$ cat config.mk
export PLATFORM = sky130hd
export DESIGN_NAME = y86_instr_encoder
export DESIGN_NICKNAME = d
export VERILOG_FILES = /design/src/rtl/y86_instr_encoder.sv
export SDC_FILE = /design/constraint.sdc
export NUM_CORES = 1
export LEC_CHECK = 0
export CORE_MARGIN = 4
export CORE_UTILIZATION = 53
export CTS_CLUSTER_SIZE = 10
export DETAILED_ROUTE_END_ITERATION = 8
export HOLD_SLACK_MARGIN = 0.12
export PLACE_DENSITY = 0.82
export SETUP_SLACK_MARGIN = 0.1
export SLEW_MARGIN = 15
export SYNTH_ARGS = -nofsm -noshare
export SYNTH_HDL_FRONTEND = slang
export SYNTH_SLANG_ARGS = --single-unit
export TNS_END_PERCENT = 50
$ cat constraint.sdc
create_clock -name clk -period 7.01 [get_ports clk]
set_input_delay 1.402 -clock clk [delete_from_list [all_inputs] [get_ports clk]]
set_output_delay 1.402 -clock clk [all_outputs]
set_load 0.01 [all_outputs]
$ cat src/rtl/y86_instr_encoder.sv
// y86_instr_encoder
//
// Program loader for the Y86-64 core. It accepts one decoded instruction
// (icode, ifun, rA, rB, valC) per in_valid/in_ready handshake and writes it to
// instruction memory one byte per cycle, in the byte layout that fetch expects:
//   byte 0            {icode, ifun}
//   byte 1            {rA, rB}          (2- and 10-byte forms only)
//   last 8 bytes      valC, LSB first   (9- and 10-byte forms only)
// The encoder keeps its own write pointer. After a completed instruction the
// pointer (next_pc) is the PC of the next instruction.
//
// Ports
//   clk, reset          system clock, synchronous active-high reset
//   addr_load/addr_init load the write pointer (IDLE only)
//   in_valid/in_ready   instruction handshake; in_ready is high exactly in IDLE
//   icode/ifun/rA/rB/valC  decoded instruction fields
//   wr_en/wr_ready      byte write handshake toward instruction memory
//   wr_addr/wr_data     byte address and value
//   done                one-cycle pulse after the last byte is accepted
//   ins_err             one-cycle pulse: invalid icode, instruction dropped
//   addr_err            one-cycle pulse: instruction would not fit, dropped
//   next_pc             current write pointer
//
// States
//   state  | meaning
//   S_IDLE | waiting for an instruction; pointer may be loaded
//   S_EMIT | presenting byte idx of the latched instruction at base+idx

module y86_instr_encoder #(
  parameter int MEM_BYTES = 1024,
  parameter int ADDR_W    = 64
) (
  input  logic              clk,
  input  logic              reset,
  input  logic              addr_load,
  input  logic [ADDR_W-1:0] addr_init,
  input  logic              in_valid,
  output logic              in_ready,
  input  logic [3:0]        icode,
  input  logic [3:0]        ifun,
  input  logic [3:0]        rA,
  input  logic [3:0]        rB,
  input  logic [63:0]       valC,
  output logic              wr_en,
  input  logic              wr_ready,
  output logic [ADDR_W-1:0] wr_addr,
  output logic [7:0]        wr_data,
  output logic              done,
  output logic              ins_err,
  output logic              addr_err,
  output logic [ADDR_W-1:0] next_pc
);

  typedef enum logic [0:0] {
    S_IDLE = 1'b0,
    S_EMIT = 1'b1
  } state_t;

  // Memory size at the width of the overflow check, so that a pointer near the
  // top of the address space cannot wrap past the limit.
  localparam logic [ADDR_W:0] MEM_LIM = (ADDR_W + 1)'(MEM_BYTES);

  // Instruction length in bytes; 0 marks an invalid icode.
  function automatic logic [3:0] instr_len(input logic [3:0] code);
    logic [3:0] len;
    case (code)
      4'h0, 4'h1, 4'h9:        len = 4'd1;
      4'h2, 4'h6, 4'hA, 4'hB:  len = 4'd2;
      4'h7, 4'h8:              len = 4'd9;
      4'h3, 4'h4, 4'h5:        len = 4'd10;
      default:                 len = 4'd0;
    endcase
    return len;
  endfunction

  state_t            state_q, state_d;
  logic [ADDR_W-1:0] ptr_q, ptr_d;
  logic [ADDR_W-1:0] base_q, base_d;
  logic [3:0]        idx_q, idx_d;
  logic [3:0]        len_q, len_d;
  logic [3:0]        icode_q, icode_d;
  logic [3:0]        ifun_q, ifun_d;
  logic [3:0]        ra_q, ra_d;
  logic [3:0]        rb_q, rb_d;
  logic [63:0]       valc_q, valc_d;
  logic              done_q, done_d;
  logic              ins_err_q, ins_err_d;
  logic              addr_err_q, addr_err_d;

  // Acceptance checks in IDLE. A pointer load in the same cycle as in_valid
  // already applies to that instruction.
  logic [ADDR_W-1:0] eff_ptr;
  logic [3:0]        len_in;
  logic [ADDR_W:0]   end_sum;
  logic              fits;

  always_comb begin
    eff_ptr = addr_load ? addr_init : ptr_q;
    len_in  = instr_len(icode);
    end_sum = {1'b0, eff_ptr} + {{(ADDR_W - 3){1'b0}}, len_in};
    fits    = (end_sum <= MEM_LIM);
  end

  // Byte select for the current index. valc_first is the index of the first
  // valC byte (len-8); for 1- and 2-byte forms it wraps to a large value, so
  // index 1 of a 2-byte form always lands on the register byte.
  logic [3:0]  valc_first;
  logic [3:0]  valc_ofs;
  logic [63:0] valc_sh;
  logic [7:0]  cur_byte;

  always_comb begin
    valc_first = len_q - 4'd8;
    valc_ofs   = idx_q - valc_first;
    valc_sh    = valc_q >> {valc_ofs, 3'b000};
    if (idx_q == 4'd0) begin
      cur_byte = {icode_q, ifun_q};
    end else if (idx_q < valc_first) begin
      cur_byte = {ra_q, rb_q};
    end else begin
      cur_byte = valc_sh[7:0];
    end
  end

  always_ff @(posedge clk) begin
    if (reset) begin
      state_q    <= S_IDLE;
      ptr_q      <= '0;
      base_q     <= '0;
      idx_q      <= '0;
      len_q      <= '0;
      icode_q    <= '0;
      ifun_q     <= '0;
      ra_q       <= '0;
      rb_q       <= '0;
      valc_q     <= '0;
      done_q     <= 1'b0;
      ins_err_q  <= 1'b0;
      addr_err_q <= 1'b0;
    end else begin
      state_q    <= state_d;
      ptr_q      <= ptr_d;
      base_q     <= base_d;
      idx_q      <= idx_d;
      len_q      <= len_d;
      icode_q    <= icode_d;
      ifun_q     <= ifun_d;
      ra_q       <= ra_d;
      rb_q       <= rb_d;
      valc_q     <= valc_d;
      done_q     <= done_d;
      ins_err_q  <= ins_err_d;
      addr_err_q <= addr_err_d;
    end
  end

  always_comb begin
    state_d    = state_q;
    ptr_d      = ptr_q;
    base_d     = base_q;
    idx_d      = idx_q;
    len_d      = len_q;
    icode_d    = icode_q;
    ifun_d     = ifun_q;
    ra_d       = ra_q;
    rb_d       = rb_q;
    valc_d     = valc_q;
    done_d     = 1'b0;
    ins_err_d  = 1'b0;
    addr_err_d = 1'b0;
    in_ready   = 1'b0;
    wr_en      = 1'b0;
    wr_addr    = '0;
    wr_data    = '0;

    case (state_q)
      S_IDLE: begin
        in_ready = 1'b1;
        if (addr_load) begin
          ptr_d = addr_init;
        end
        if (in_valid) begin
          // Invalid icode takes priority over the overflow check.
          if (len_in == 4'd0) begin
            ins_err_d = 1'b1;
          end else if (!fits) begin
            addr_err_d = 1'b1;
          end else begin
            icode_d = icode;
            ifun_d  = ifun;
            ra_d    = rA;
            rb_d    = rB;
            valc_d  = valC;
            len_d   = len_in;
            base_d  = eff_ptr;
            idx_d   = 4'd0;
            state_d = S_EMIT;
          end
        end
      end

      S_EMIT: begin
        wr_en   = 1'b1;
        wr_addr = base_q + {{(ADDR_W - 4){1'b0}}, idx_q};
        wr_data = cur_byte;
        if (wr_ready) begin
          if (idx_q == len_q - 4'd1) begin
            ptr_d   = base_q + {{(ADDR_W - 4){1'b0}}, len_q};
            done_d  = 1'b1;
            state_d = S_IDLE;
          end else begin
            idx_d = idx_q + 4'd1;
          end
        end
      end

      default: begin
        state_d = S_IDLE;
      end
    endcase
  end

  assign done     = done_q;
  assign ins_err  = ins_err_q;
  assign addr_err = addr_err_q;
  assign next_pc  = ptr_q;

endmodule

==> results of run 1 <==
[metal layers]
metal / part of all wire / vias to the layer above / global-route usage
met5: 0 / - / 0
met4: 0.036 / 0 / 0.104
met3: 0.097 / 130 / 0.0609
met2: 0.45 / 839 / 0.540
met1: 0.41 / 7353 / 0.479
li1: - / 7008 / -
[worst max-delay path, cell delays in order (launching register included)]
cell and delay [ns]:
dfxtp_1 0.42, ha_1 0.33, a21o_1 0.10, a21oi_1 0.10, nor2_1 0.11, nor2_1 0.05
buf_4 0.17, or3_1 0.47, nor3_1 0.49, nand2_1 0.31, or3_1 0.48, or3_1 0.34
a21oi_1 0.20, clkdlybuf4s50_1 0.59
[metrics by stage]
step	instances	worst slack [ns]	area, sq um
floorplan	1821	0.423	14600
detailed placement	2342	0.744	17600
global route	2381	0.634	18400
global placement	2342	0.789	17600
CTS	2380	0.898	18400
finish	2381	0.898	18400
[cell families (layout without fill, tap and decap cells)]
family / after synthesis / count (layout) / share of synthesized area
buffers and inverters: 151 / 369 / 0.0466
XOR/XNOR: 131 / 131 / 0.0784
AND/OR/NAND/NOR: 804 / 804 / 0.276
adder cells (fa/ha/maj): 19 / 19 / 0.0178
other: 0 / 1 / 0
AO/OA/AOI/OAI: 308 / 308 / 0.136
flip-flops: 219 / 219 / 0.300
multiplexers: 189 / 189 / 0.145
[power groups by stage]
stage | sequential, mW | clock [mW] | combinational (mW)
after global routing | 1.30 | 1.40 | 0.425
after detailed placement | 1.32 | 0 | 0.392
after global placement | 1.32 | 0 | 0.388
final | 1.30 | 1.35 | 0.401
after CTS | 1.30 | 1.36 | 0.394
after floorplan | 1.32 | 0 | 0.179
[synthesized netlist by cell type, drive strengths merged, types with 42 or more instances]
cell type / instances
nand4: 61
nand3: 62
mux2i: 147
nand2: 159
xnor2: 69
buf: 43
clkbuf: 89
nor2: 271
nor3: 42
a21oi: 108
xor2: 62
dfxtp: 219
o21ai: 50
nor3b: 55
[registers in the layout, indices dropped and copies added, names as in the netlist]
name      cells
len_q         3
addr_err      1
valc_q       64
icode_q       4
base_q       64
rb_q          4
next_pc      64
ins_err       1
done          1
state_q       1
ra_q          4
idx_q         4
ifun_q        4
[worst max-delay path by stage]
stage / end / cells past startpoint
6_report: wr_addr[51] / 13
5_1_grt: wr_addr[63] / 14
4_1_cts: wr_addr[51] / 13
3_5_place_dp: valc_q[26]$_SDFFE_PP0P_ / 16
3_3_place_gp: valc_q[6]$_SDFFE_PP0P_ / 14
2_1_floorplan: base_q[0]$_SDFFE_PP0P_ / 24
[layout make-up]
type	instances	area (sq um)	share of cell area
inverters	19	71.3	0.00387
flip-flops and latches	219	4380	0.238
multi-input cells	1451	9570	0.520
clock buffers	35	756	0.0410
well taps	341	427	0.0232
diodes	1	2.50	0.000136
repair buffers	312	3130	0.170
clock inverters	3	80.1	0.00435
[layout by cell type (no fill, tap or decap), types with 10 or more instances in the layout]
cell type | netlist | final
a21oi_1 | 108 | 108
mux2_2 | 25 | 25
nor3b_1 | 55 | 55
o211ai_1 | 17 | 17
inv_1 | 18 | 18
nor4_1 | 21 | 21
dfxtp_1 | 219 | 219
ha_1 | 16 | 16
mux4_2 | 16 | 16
nand4b_1 | 16 | 16
and3_1 | 11 | 11
a31oi_1 | 10 | 10
or2_2 | 11 | 11
mux2i_1 | 147 | 147
and4_1 | 15 | 15
clkbuf_16 | 0 | 27
nor3_1 | 40 | 40
a221oi_1 | 16 | 16
xor2_1 | 62 | 62
clkdlybuf4s50_1 | 0 | 287
or3_1 | 32 | 32
a211oi_1 | 11 | 11
nand2_1 | 159 | 159
o21ai_0 | 48 | 48
nand4_1 | 61 | 61
and2_1 | 10 | 10
nand3b_1 | 13 | 13
nor2_1 | 271 | 269
xnor2_1 | 69 | 69
nand3_1 | 62 | 62
a22oi_1 | 34 | 34
buf_4 | 9 | 19
==> impl_results.md, run 1 <==
- Worst-Margin Slew: 1.10 ns
- RSZ-0062 raised after global routing: false
- Cell taking the most area after synthesis: dfxtp_1
- H-tree depth: 1
- Post_cts resized: 0
- Global Route Usage Sum: 0.342
- TritonCTS buffer count: 27
- Internal cell power: 2.28 mW
- Port-buffer cells: 289
- Fin util: 0.682
- PnR Total Power: 3.05 mW
- Routed Antenna Nets: 0
- Post-Syn Area: 14600 sq um
- Fin Hold WS: 0.493 ns
- Die Ht: 174 um
- Initial antenna violation count: 1
- Arr. time, crit path: 4.71 ns
- Reg2reg end: valc_q[26]$_SDFFE_PP0P_
- Crit share post-route: 0.872
- Core area: 27000 sq um
- Die width: 174 um
- DRC viols: 0
- Tmin final: 6.11 ns
- Vias: 15300
- Overflow after GRT: 0
- Seq pwr share: 0.427
- HP Start: valc_q[56]$_SDFFE_PP0P_
- Critical path launch point: idx_q[1]$_SDFFE_PP0P_
- Setup crit start kind: register
- Clk slew on worst S/H paths: 0.06 ns
- Clk sink count: 219
- Worst skew pair latency: 0.56 ns
- Initial Util: 0.541
- Syn avg cell area: 8.03 sq um
- 1st-iter DRT viols: 1897
- Hold_buf cts: 0
- Pwr Density: 165 nW/um^2
- Clock root buffer: clkbuf_16
- HP Class: register to register
- Max-slew violation count: 0
- Largest cells by area after synthesis: dfxtp_1 30%, mux2i_1 10%, nor2_1 7.0%
- Crit Path Class: register to output pin
- Vias/cell: 6.44
- Wire per inst: 22.9 um
- Status: completed
- Synth Register Bits: 219
- Number of cells on the worst reg-to-reg path: 13
- Largest net degree at the start of global routing: 132
- Worst-case clock buffer depth: 3
- Layout Nets: 2198
- # Post-CTS Setup Buffers: 0
- Endpoint class of the critical path: output pin
- Worst reg2reg setup slack: 2.15 ns
- Achievable Freq: 164 MHz
- Final wirelength: 54600 um
- Count of final setup violators: 0
- Comb power frac: 0.132
- Hold Path Cell Cnt: 2
- Post-synth EDFFs: 0
- Clock network power share: 0.442
- Min-Delay Endpoint: valc_q[56]$_SDFFE_PP0P_
- Switching Fraction: 0.252
- Layout cell share with drive strength beyond 1: 0.0647
- Max transition margin: 0.267
- Crit path required time: 5.61 ns
- RR Startpoint: next_pc[18]$_SDFFE_PP0P_
- Synth top area share: 0.300
- Synth Warn #: 0
- P&R area growth vs syn: 26.0%
- First-pass GRT wire length: 83800 um
- Pre-antenna DRT Iters: 6
- Psw: 0.768 mW
- Max_cap viols: 0
- TNS Setup: 0 ns
- Cells after Synth: 1821
- CTS tree: built
- Final Skew: 0.0333 ns
- Layout fillers: 2208
- Max FO, Critical Path: 11
- Pleak: 6.06 nW
- Mapped Nets: 1989
- Post-synthesis cell type count: 73
- # IOs: 290
- Hpwl dp: 41900 um
- Die area: 30300 sq um
- Fraction of registers with async set/reset: 0
- Row count: 60
- Final hold vios: 0
- Seq/Total Area, Yosys: 0.300
- VDD IR max: 0.167 mV
- Most used DFF post-synth: dfxtp_1
- Gpl congestion: 1.02
- Number of global-route vias before repair: 14400
Power figures use the tool's default switching activity.
==> run 2, diff against run 1 <==
--- a/config.mk
+++ b/config.mk
@@ -5,6 +5,7 @@
 export SDC_FILE = /design/constraint.sdc
 export NUM_CORES = 1
 export LEC_CHECK = 0
+export CAP_MARGIN = 20
 export CORE_MARGIN = 4
 export CORE_UTILIZATION = 53
 export CTS_CLUSTER_SIZE = 10
==> results of run 2 <==
The final DEF is identical to that of run 1; final timing and power are the same.
